--- config.mk ---
export PLATFORM = sky130hd
export DESIGN_NAME = xvk_cam_alloc
export DESIGN_NICKNAME = d
export VERILOG_FILES = /design/src/rtl/xvk_cam_alloc.sv
export SDC_FILE = /design/constraint.sdc
export NUM_CORES = 1
export LEC_CHECK = 0
export CORE_ASPECT_RATIO = 1.5
export CORE_MARGIN = 3
export CORE_UTILIZATION = 50
export CTS_CLUSTER_SIZE = 14
export DETAILED_ROUTE_END_ITERATION = 10
export GPL_TIMING_DRIVEN = 1
export HOLD_SLACK_MARGIN = 0.06
export PLACE_DENSITY = 0.81
export SETUP_SLACK_MARGIN = 0.5
export SYNTH_ARGS = -nofsm -noshare
export SYNTH_HDL_FRONTEND = slang
export SYNTH_SLANG_ARGS = --single-unit
--- constraint.sdc ---
create_clock -name clk -period 4 [get_ports clk]
set_input_delay 0.4 -clock clk [delete_from_list [all_inputs] [get_ports clk]]
set_output_delay 0.4 -clock clk [all_outputs]
set_load 0.01 [all_outputs]
--- src/rtl/xvk_cam_alloc.sv ---
// Slot allocator and write-side controller for xvk_cam: scrubs all slots after
// reset, grants the lowest free slot per request and invalidates released slots.
module xvk_cam_alloc #(
   parameter int CAM_WIDTH = 13,
   parameter int CAM_DEPTH = 16,
   localparam int A = $clog2(CAM_DEPTH)
) (
   input  logic                 clk,
   input  logic                 rst_n,
   input  logic                 alloc_valid,
   input  logic [CAM_WIDTH-1:0] alloc_key,
   output logic                 alloc_ready,
   output logic                 alloc_done,
   output logic [A-1:0]         alloc_slot,
   input  logic                 rel_valid,
   input  logic [A-1:0]         rel_slot,
   output logic                 rel_err,
   output logic                 cam_we,
   output logic [A-1:0]         cam_wr_addr,
   output logic [CAM_WIDTH-1:0] cam_din,
   output logic [CAM_DEPTH-1:0] cam_ignore,
   output logic [A:0]           occupancy,
   output logic                 full,
   output logic                 empty,
   output logic                 init_done
);

   typedef enum logic [0:0] {ST_INIT = 1'b0, ST_RUN = 1'b1} state_t;

   localparam logic [A:0]   DEPTH_CNT = (A+1)'(CAM_DEPTH);
   localparam logic [A-1:0] LAST_SLOT = A'(CAM_DEPTH - 1);

   state_t                 state_r, state_s;
   logic [A-1:0]           scnt_r, scnt_s;
   logic [CAM_DEPTH-1:0]   valid_r, valid_s;
   logic [A:0]             occ_s;
   logic                   full_s, empty_s, init_s;
   logic                   we_s, done_s, rel_err_s;
   logic [A-1:0]           addr_s, slot_s, free_s;
   logic [CAM_WIDTH-1:0]   din_s;
   logic [CAM_DEPTH-1:0]   ign_s;
   logic                   found_s, accept_s, rel_ok_s;

   assign alloc_ready = init_done && !full;

   // Lowest free slot, taken from the pre-release bitmap.
   always_comb begin
      free_s  = {A{1'b0}};
      found_s = 1'b0;
      for (int i = 0; i < CAM_DEPTH; i++) begin
         if (!found_s && !valid_r[i]) begin
            free_s  = A'(i);
            found_s = 1'b1;
         end else begin
            found_s = found_s;
         end
      end
   end

   // Next-state and registered-output values for scrub, allocate and release.
   always_comb begin
      state_s   = state_r;
      scnt_s    = scnt_r;
      valid_s   = valid_r;
      occ_s     = occupancy;
      init_s    = init_done;
      we_s      = 1'b0;
      addr_s    = cam_wr_addr;
      din_s     = cam_din;
      done_s    = 1'b0;
      slot_s    = alloc_slot;
      ign_s     = {CAM_DEPTH{1'b0}};
      accept_s  = alloc_valid && alloc_ready;
      rel_ok_s  = rel_valid && init_done && valid_r[rel_slot];
      rel_err_s = rel_valid && !rel_ok_s;

      case (state_r)
         ST_INIT: begin
            we_s   = 1'b1;
            addr_s = scnt_r;
            din_s  = {CAM_WIDTH{1'b1}};
            scnt_s = scnt_r + 1'b1;
            if (scnt_r == LAST_SLOT) begin
               state_s = ST_RUN;
               init_s  = 1'b1;
            end else begin
               state_s = ST_INIT;
            end
         end
         ST_RUN: begin
            state_s = ST_RUN;
         end
         default: begin
            state_s = ST_INIT;
         end
      endcase

      if (accept_s) begin
         valid_s[free_s] = 1'b1;
         we_s            = 1'b1;
         addr_s          = free_s;
         din_s           = alloc_key;
         done_s          = 1'b1;
         slot_s          = free_s;
      end else begin
         slot_s = alloc_slot;
      end

      // The released slot is valid, so it can never equal the granted free slot.
      if (rel_ok_s) begin
         valid_s[rel_slot] = 1'b0;
         ign_s[rel_slot]   = 1'b1;
      end else begin
         ign_s = {CAM_DEPTH{1'b0}};
      end

      case ({accept_s, rel_ok_s})
         2'b10:   occ_s = occupancy + 1'b1;
         2'b01:   occ_s = occupancy - 1'b1;
         default: occ_s = occupancy;
      endcase

      full_s  = (occ_s == DEPTH_CNT);
      empty_s = (occ_s == {(A+1){1'b0}});
   end

   // State register and all registered outputs.
   always_ff @(posedge clk or negedge rst_n) begin
      if (!rst_n) begin
         state_r     <= ST_INIT;
         scnt_r      <= {A{1'b0}};
         valid_r     <= {CAM_DEPTH{1'b0}};
         alloc_done  <= 1'b0;
         alloc_slot  <= {A{1'b0}};
         rel_err     <= 1'b0;
         cam_we      <= 1'b0;
         cam_wr_addr <= {A{1'b0}};
         cam_din     <= {CAM_WIDTH{1'b1}};
         cam_ignore  <= {CAM_DEPTH{1'b0}};
         occupancy   <= {(A+1){1'b0}};
         full        <= 1'b0;
         empty       <= 1'b1;
         init_done   <= 1'b0;
      end else begin
         state_r     <= state_s;
         scnt_r      <= scnt_s;
         valid_r     <= valid_s;
         alloc_done  <= done_s;
         alloc_slot  <= slot_s;
         rel_err     <= rel_err_s;
         cam_we      <= we_s;
         cam_wr_addr <= addr_s;
         cam_din     <= din_s;
         cam_ignore  <= ign_s;
         occupancy   <= occ_s;
         full        <= full_s;
         empty       <= empty_s;
         init_done   <= init_s;
      end
   end

endmodule

==> results.txt, run 1 <==
Clock Latency Late Sink - 0.33 ns
CTS tree - built
Die Span X - 70.09 um
routability congestion estimate - 0.9030
Tot Pwr - 0.002642 W
worst clock skew - 0.006372 ns
Fin. Hold Viols - 0
Port Buffers - 69
Adder-Cell Fraction of Synth Area - 2.681%
DRT iter0 DRCs - 139
Tot GR Track Use - 21.27%
fin util - 69.46%
DR vias - 2487
slowest stage cell on the critical path - or4_4
period utilization - 83.42%
Post-synth top cells - 61 x nor2_1, 55 x dfrtp_1, 19 x inv_1
Initial Utilization - 52.47%
vias in the first global route - 2431
RSZ-0062 raised after global routing - no
Wirelength per Cell - 16.29 um
Seq/Total Area, Yosys - 56.62%
mux contribution to synthesized area - 4.712%
Cell Chain, Critical Path - mux4_1 > nand2b_1 > nand2_1 > nand3b_1 > o21ai_0 > and2_1 > ha_2 > ha_1 > a21o_1 > a21oi_2 > xor2_1 > o21ai_0 > or4_4 > nor2b_1
clock network fraction of design power - 18.1%
Die ar. - 7158 sq um
Mapped Area - 3080 sq um
complex-gate fraction of the synthesized area - 11.49%
Leak - 1.834 nW
cell taking the most area after synthesis - dfrtp_1
H-tree depth - 3
Syn Inst Count - 291
CP Capture Type - register
Syn Nets - 318
TritonCTS buffer count - 9
Gate power share - 41.2%
worst vdd ir - 0.0004027 V
Max Root-Sink Buffers - 2
Max Freq - 0.2997 GHz
filler instances - 464
Nets - 397
Site Rows - 34
Slew @ Worst Pin - 0.7569 ns
DRC Markers - 0
ANT cells - 0
synth unique cells - 46
Data required, critical path - 4.27 ns
syn_area_per_cell - 10.59 sq um
Chip Height - 102.1 um
io pins - 70
setup slack after layout - 0.6632 ns
global-route wire length before repair - 11760 um
sw frac - 37.02%
pwr/cell area - 647.9 nW/um^2
main area contributors after synthesis - dfrtp_1 45%, dfstp_2 12%, nor2_1 7.4%, a31oi_1 3.2%, a21oi_1 2.6%
max cap viols - 0
largest family of logic cells by synthesized area - simple AND/OR/NAND/NOR gates
EDFF count, synth - 0
clock sinks - 69
Internal Dissipation - 0.001664 W
xor and xnor fraction of the mapped netlist area - 1.990%
Hold WC Path Type - input port to asynchronous set/reset pin
Via density - 5.576
layout cells sized above 1 - 16.84%
Final Non-Filler Cells - 446
clk slew on worst S/H paths - 0.07 ns
# placed instances - 430
CP max stage delay - 0.55 ns
number of nets with antenna violations after routing - 0
hpwl dp - 5322 um
final setup fails - 0
Total Wirelength - 7266 um
simple-gate area share of the yosys netlist - 18.72%
Startpoint Class - register
switching pwr - 0.0009780 W
Final Slew Violations - 0
post-synth top area share - 44.68%
kind of critical path - register to register
Core ar. - 5871 sq um
prevailing post-synth register cell - dfrtp_1
drt first pass iters - 4
Area growth syn-to-layout - 32.37%
global route overflow - 0
Yosys warning total - 0
Synth Register Bits - 69
largest net degree at the start of global routing - 39
minimum clock period - 3.337 ns
cell repeated most along the worst path - o21ai_0
Slew headroom - 49.54%
FFs w/ async S/R, synth - 100.0%
TNS Setup - 0 ns
Root Driver - clkbuf_8
Setup Slack @ Placement - 0.01227 ns
worst-path fanout max - 6
status - completed
most frequent cell after synthesis - nor2_1
sequential power share - 40.7%
Worst Path Arrival - 3.60 ns
initial antenna violation count - 0
[registers in the layout (all words and copies together), names as in the netlist]
| register | count |
|---|---|
| alloc_slot | 4 |
| cam_we | 1 |
| scnt_r | 4 |
| full | 1 |
| rel_err | 1 |
| state_r | 1 |
| valid_r | 16 |
| empty | 1 |
| cam_wr_addr | 4 |
| cam_din | 13 |
| init_done | 1 |
| cam_ignore | 16 |
| alloc_done | 1 |
| occupancy | 5 |
[routing by layer]
metal | share of wire [%] | global-route usage, %
met1 | 40 | 25.87
met2 | 50 | 35.47
met3 | 6.8 | 5.906
met4 | 3.2 | 9.735
met5 | 0 | 0
[worst max-delay path: cells and delay by family (launching register included)]
| family | cells | cell delay (ns) |
|---|---|---|
| simple gates | 6 | 1.11 |
| compound gates | 4 | 0.53 |
| mux | 1 | 0.51 |
| fa+ha+maj | 2 | 0.48 |
| flops | 1 | 0.45 |
| xor+xnor | 1 | 0.15 |
[path summary, 6_finish.rpt]
kind	to	startpoint	cells after the start	slack (ns)
hold / removal	valid_r[6]	rst_n	1	0.11
setup / recovery	full	valid_r[1]	14	0.66
max in group asynchronous	cam_din[12]	rst_n	2	2.94
setup reg to reg	full	valid_r[1]	14	0.66
hold reg to reg	cam_din[4]	cam_din[4]	2	0.48
min in group clk	cam_ignore[12]	rel_slot[1]	3	0.47
[layout make-up]
cell class                      count  area, sq um  area share (%)
Clock inverter                      4        25.02          0.6137
Sequential cell                    69         1747           42.84
Inverter                           19        71.32           1.749
Timing Repair Buffer               77        753.2           18.47
Multi-Input combinational cell    194         1250           30.65
Tap cell                           72        90.09           2.209
Clock buffer                       11        141.4           3.467
[layout by cell type, fill, tap and decap left out, drive strengths merged, types with 2 or more instances in the layout]
master         instances
mux2                   3
mux4                   3
clkdlybuf4s50         65
ha                     5
a41oi                  5
or2                    2
or3                    2
clkinv                 2
a31oi                 16
dfstp                 14
mux2i                  4
nand2                 16
a31o                   3
nand2b                 6
xor2                   2
a311oi                 3
and2                   2
a21oi                 16
or4                    2
nand3                  5
nor2b                  5
dlymetal6s2s           2
clkbuf                11
xnor2                  5
nand3b                 2
inv                   19
clkinvlp               2
dfrtp                 55
buf                    9
nor2                  61
nor3                   6
o21ai                  8
[logic make-up (layout without fill, tap and decap cells)]
group           count (synthesis)  after routing
xor+xnor                        7              7
fa+ha+maj                       6              6
simple gates                  116            116
buf+inv                        28            111
compound gates                 55             55
flops                          69             69
mux                            10             10
[metrics by stage]
stage | hold WS [ns] | instance area (sq um)
2_1_floorplan | 0.1044 | 3080
3_3_place_gp | 0.4697 | 3864
3_5_place_dp | 0.4745 | 3864
4_1_cts | 0.1149 | 4036
5_1_grt | 0.1436 | 4078
6_report | 0.1083 | 4078
[power groups by stage]
| stage | Combinational [W] | Sequential, W | Clock [W] |
|---|---|---|---|
| floorplan | 0.000558 | 0.00110 | 0 |
| global route | 0.00119 | 0.00110 | 0.000529 |
| detailed placement | 0.00106 | 0.00107 | 0 |
| CTS | 0.00107 | 0.00107 | 0.000493 |
| global placement | 0.00104 | 0.00107 | 0 |
| finish | 0.00109 | 0.00108 | 0.000479 |
[timing repair]
action,in CTS,in global routing
setup buffers,0,1
pin swaps,0,1
gates resized for setup,2,10
hold buffers,0,0
endpoints found under the hold margin,0,0
endpoints found under the setup margin,3,3
(Power assumes the default switching activity.)
==> run 2: changes to the inputs <==
Clock period 4 ns to 3.2 ns, I/O delays scaled along.
==> results.txt, run 2 (synthesized netlist as in run 1, its figures left out) <==
final instance area - 4280 sq um (+5.0%)
max cap viols - 0 (unchanged)
hpwl dp - 5468 um (+2.7%)
worst clock skew - 0.009236 ns (+0.002865 ns)
minimum clock period - 2.955 ns (-0.3814 ns)
Worst Path Arrival - 3.19 ns (-0.41 ns)
Total Wirelength - 7218 um (-0.66%)
Die ar. - 7158 sq um (unchanged)
Via density - 5.420 (-2.8%)
RSZ-0062 raised after global routing - yes
global-route wire length before repair - 11850 um (+0.77%)
Cell Chain, Critical Path - mux4_2 > nand2b_1 > nand2_1 > nand3b_1 > o21ai_2 > and2_4 > ha_4 > ha_4 > nor2b_1 > o21ai_1 > a21oi_1 > or3b_4 > xnor2_4 > nor2b_1
final hold slack - 0.1333 ns (+0.02499 ns)
CP Buf/Inv Count - 0 (unchanged)
Core ar. - 5871 sq um (unchanged)
CP max stage delay - 0.48 ns (-0.07 ns)
Port Buffers - 69 (unchanged)
DRT iter0 DRCs - 149 (+7.2%)
Max Root-Sink Buffers - 2 (unchanged)
largest net degree at the start of global routing - 48 (+23%)
Slew headroom - 35.63% (-14 points)
status - completed
Wirelength per Cell - 15.62 um (-4.1%)
cell family with the largest share of critical-path delay - simple AND/OR/NAND/NOR gates
area occupied by multi-input gates - 1291 sq um (+3.3%)
number of nets with antenna violations after routing - 0 (unchanged)
Die Span X - 70.09 um (unchanged)
FF-to-FF setup slack - 0.24 ns (-0.42 ns)
worst vdd ir - 0.0004814 V (+20%)
pwr/cell area - 844.0 nW/um^2 (+30%)
filler instances - 446 (-3.9%)
layout cells sized above 1 - 22.56% (+5.7 points)
ANT cells - 0 (unchanged)
kind of critical path - register to register
Slew @ Worst Pin - 0.9656 ns (+0.2087 ns)
global route overflow - 0 (unchanged)
Setup Slack @ Placement - -0.4201 ns (-0.4324 ns)
worst-path fanout max - 4 (-2)
Site Rows - 34 (unchanged)
TritonCTS buffer count - 9 (unchanged)
vias in the first global route - 2581 (+6.2%)
clock sinks - 69 (unchanged)
Tot GR Track Use - 21.34% (+0.065 points)
Chip Height - 102.1 um (unchanged)
clk slew on worst S/H paths - 0.07 ns (about the same)
final setup fails - 0 (unchanged)
Hold WC Path Type - input port to asynchronous set/reset pin
CTS tree - built
Startpoint Class - register
fin util - 72.91% (+3.5 points)
Initial Utilization - 52.47% (unchanged)
Area after DPL - 3986 sq um (+3.2%)
H-tree depth - 3 (unchanged)
CP Capture Type - register
Area growth syn-to-layout - 38.95%
drt first pass iters - 4 (unchanged)
Nets - 412 (+3.8%)
Root Driver - clkbuf_8
Fin. Hold Viols - 0 (unchanged)
slowest stage cell on the critical path - mux4_2
Clock Latency Late Sink - 0.34 ns (about the same)
DR vias - 2504 (+0.68%)
Max Freq - 0.3384 GHz (+13%)
DRC Markers - 0 (unchanged)
initial antenna violation count - 0 (unchanged)
routability congestion estimate - 0.9268 (+2.6%)
most frequent cells in the layout - 65 x clkdlybuf4s50_1, 61 x nor2_1, 51 x dfrtp_1
most common cell after layout, fill and taps aside - clkdlybuf4s50_1
Largest regs - cam_ignore x16, valid_r x16, cam_din x13
io pins - 70 (unchanged)
period utilization - 92.36% (+8.9 points)
Final Slew Violations - 0 (unchanged)
Data required, critical path - 3.44 ns (-0.83 ns)
Register Area - 1749 sq um (+0.14%)
Leak - 1.920 nW (+4.7%)
setup slack after layout - 0.2446 ns (-0.4186 ns)
[run 2: changes by cell type in the layout (fill, tap and decap cells not counted), sizes merged, moves of 2 or more]
cell and change:
bufinv +2, dlymetal6s2s -2, buf +15, dlygate4sd2 +2
[run 2: final cells by class]
cell class / instances / share of cell area, %
Timing Repair Buffer: 92 / 19.96
Inverter: 19 / 1.666
Tap cell: 72 / 2.105
Sequential cell: 69 / 40.87
Multi-Input combinational cell: 194 / 30.17
Clock inverter: 6 / 2.017
Clock buffer: 10 / 3.215
[run 2: path summary, 6_finish.rpt]
kind,endpoint,start,cells after the start
worst min register to register,cam_din[2],cam_din[2],2
min in group clk,cam_din[2],cam_din[2],2
worst max register to register,full,valid_r[3],14
worst min-delay path,cam_ignore[2],rst_n,1
max in group asynchronous,empty,rst_n,2
worst max-delay path,full,valid_r[3],14
[run 2: what timing repair did]
item | CTS | global route
setup buffers | 3 | 3
hold buffers | 0 | 0
pin swaps | 3 | 0
gates resized for setup | 10 | 3
setup endpoints to repair | 6 | 3
[run 2: through the flow]
step / cells / total power (W) / TNS (ns)
after global placement: 440 / 0.002720 / -0.7120
after floorplan: 291 / 0.002113 / 0
after detailed placement: 440 / 0.002770 / -1.081
after CTS: 459 / 0.003584 / 0
after global routing: 462 / 0.003847 / 0
final: 462 / 0.003613 / 0
[run 2: power by group]
group / leakage [nW] / switching [W] / internal, W
Combinational: 0.972 / 0.000773 / 0.000759
Clock: 0.112 / 0.000319 / 0.000458
Sequential: 0.835 / 0.000168 / 0.00114
Total: 1.92 / 0.00126 / 0.00235
[run 2: metal layers]
metal  vias to the layer above  routed length [um]  track usage [%]
li1                       1198                   -                -
met1                      1188                2894            23.89
met2                        99                3743            37.58
met3                        19                 374            5.020
met4                         0                 206            11.65
met5                         -                   0                0
==> run 3: changes to the inputs <==
Settings changed: CELL_PAD_IN_SITES_DETAIL_PLACEMENT set to 0, CELL_PAD_IN_SITES_GLOBAL_PLACEMENT set to 1, CORE_UTILIZATION 50 to 38, PLACE_DENSITY 0.81 to 0.79.
==> results.txt, run 3 (synthesized netlist as in run 1, its figures left out) <==
status - completed
global route overflow - 0 (unchanged)
FF-to-FF setup slack - 0.22 ns (-0.03 ns)
worst clock skew - 0.005623 ns (-0.003613 ns)
ANT cells - 0 (unchanged)
initial antenna violation count - 0 (unchanged)
most frequent cells in the layout - 65 x clkdlybuf4s50_1, 61 x nor2_1, 52 x dfrtp_1
Final Non-Filler Cells - 494 (+6.9%)
fin util - 56.85% (-16 points)
worst-path fanout max - 4 (unchanged)
io pins - 70 (unchanged)
Die ar. - 9245 sq um (+29%)
drt first pass iters - 4 (unchanged)
number of nets with antenna violations after routing - 0 (unchanged)
Initial Utilization - 39.70% (-13 points)
largest net degree at the start of global routing - 46 (-4.2%)
TritonCTS buffer count - 9 (unchanged)
DR vias - 2521 (+0.68%)
layout cells sized above 1 - 21.94% (-0.63 points)
pwr/cell area - 872.2 nW/um^2 (+3.4%)
Leak - 1.970 nW (+2.6%)
Tot GR Track Use - 17.70% (-3.6 points)
worst vdd ir - 0.0004026 V (-16%)
Final Slew Violations - 0 (unchanged)
vias in the first global route - 2536 (-1.7%)
cell family with the largest share of critical-path delay - simple AND/OR/NAND/NOR gates
Slew headroom - 46.97% (+11 points)
DRT iter0 DRCs - 108 (-28%)
max cap viols - 0 (unchanged)
Setup Slack @ Placement - -0.3763 ns (+0.04385 ns)
DRC Markers - 0 (unchanged)
Max Freq - 0.3353 GHz (-0.91%)
routability congestion estimate - 0.8645 (-6.7%)
Port Buffers - 69 (unchanged)
period utilization - 93.20% (+0.85 points)
clock sinks - 69 (unchanged)
Area growth syn-to-layout - 43.18%
Fin. Hold Viols - 0 (unchanged)
Clock Latency Late Sink - 0.33 ns (about the same)
cell repeated most along the worst path - ha_4
Nets - 414 (+0.49%)
CP Capture Type - register
RSZ-0062 raised after global routing - yes
minimum clock period - 2.983 ns (+0.02717 ns)
CP Buf/Inv Count - 0 (unchanged)
global-route wire length before repair - 12360 um (+4.2%)
setup slack after layout - 0.2174 ns (-0.02716 ns)
Startpoint Class - register
CTS tree - built
Die Span X - 79.52 um (+13%)
Via density - 5.103 (-5.8%)
Worst Path Arrival - 3.24 ns (+0.05 ns)
Max Root-Sink Buffers - 2 (unchanged)
kind of critical path - register to register
Chip Height - 116.3 um (+14%)
Root Driver - clkbuf_16
Wirelength per Cell - 15.30 um (-2.1%)
Hold WC Path Type - register to register
Cell Chain, Critical Path - mux4_2 > nand2b_1 > nand2_1 > nand3b_1 > o21ai_2 > and2_4 > ha_4 > ha_4 > a21o_1 > a21oi_2 > xor2_1 > o21ai_1 > or4_1 > nor2b_1
slowest stage cell on the critical path - mux4_2
CP max stage delay - 0.46 ns (-0.02 ns)
Slew @ Worst Pin - 0.7955 ns (-0.1701 ns)
clk slew on worst S/H paths - 0.05 ns (-0.02 ns)
Core ar. - 7759 sq um (+32%)
final setup fails - 0 (unchanged)
Site Rows - 39 (+15%)
TNS Setup - 0 ns (unchanged)
H-tree depth - 3 (unchanged)
hpwl dp - 5533 um (+1.2%)
Data required, critical path - 3.46 ns (+0.02 ns)
most common cell after layout, fill and taps aside - clkdlybuf4s50_1
# placed instances - 468 (+6.4%)
Largest regs - cam_ignore x16, valid_r x16, cam_din x13
Total Wirelength - 7556 um (+4.7%)
-- run 3: path summary, 6_finish.rpt --
check / end / cells past startpoint / start
worst max-delay path: full / 14 / valid_r[2]
worst min-delay path: cam_din[11] / 2 / cam_din[11]
worst max register to register: full / 14 / valid_r[2]
worst min register to register: cam_din[11] / 2 / cam_din[11]
max in group asynchronous: cam_din[0] / 3 / rst_n
min in group asynchronous: cam_ignore[6] / 3 / rst_n
-- run 3: power by group --
group          switching, W  internal [W]
combinational      0.000785      0.000751
sequential         0.000168       0.00114
clock              0.000340      0.000665
-- run 3: repair_timing --
| item | 4_1_cts | 5_1_grt |
|---|---|---|
| setup endpoints to repair | 5 | 3 |
| pin swaps | 3 | 2 |
| setup buffers | 7 | 2 |
| endpoints found under the hold margin | 22 | 0 |
| hold buffers | 1 | 0 |
| resized for setup | 12 | 0 |
-- run 3: metal layers --
metal	part of all wire, %	routed length, um	up-vias	global-route usage (%)
met5	0	0	-	0
met4	2.6	194	0	9.174
met3	6.1	460	14	3.704
met2	52	3913	92	30.95
met1	40	2988	1208	20.21
li1	-	-	1207	-
-- run 3: layout make-up --
cell class,count,area [sq um]
fillers,657,3348
flip-flops and latches,69,1748
multi-input cells,194,1276
repair buffers,94,872.1
clock buffers,13,270.3
well taps,102,127.6
inverters,19,73.82
clock inverters,3,42.54
-- run 3: worst register-to-register path: cells and delay by family (launching register included) --
| family | cells | cell delay, ns |
|---|---|---|
| AOI/OAI and AO/OA | 4 | 0.49 |
| xor gates and xnor gates | 1 | 0.16 |
| adders and majority gates | 2 | 0.39 |
| DFF | 1 | 0.42 |
| muxes | 1 | 0.46 |
| and+or+nand+nor | 6 | 1.00 |
-- run 3: stage by stage --
step / hold slack (ns) / total power (W) / instance area (sq um)
floorplan: 0.02441 / 0.002113 / 3137
global placement: 0.3338 / 0.002748 / 4009
detailed placement: 0.3472 / 0.002776 / 4009
CTS: 0.4818 / 0.003875 / 4395
global route: 0.5005 / 0.004089 / 4410
finish: 0.4775 / 0.003847 / 4410
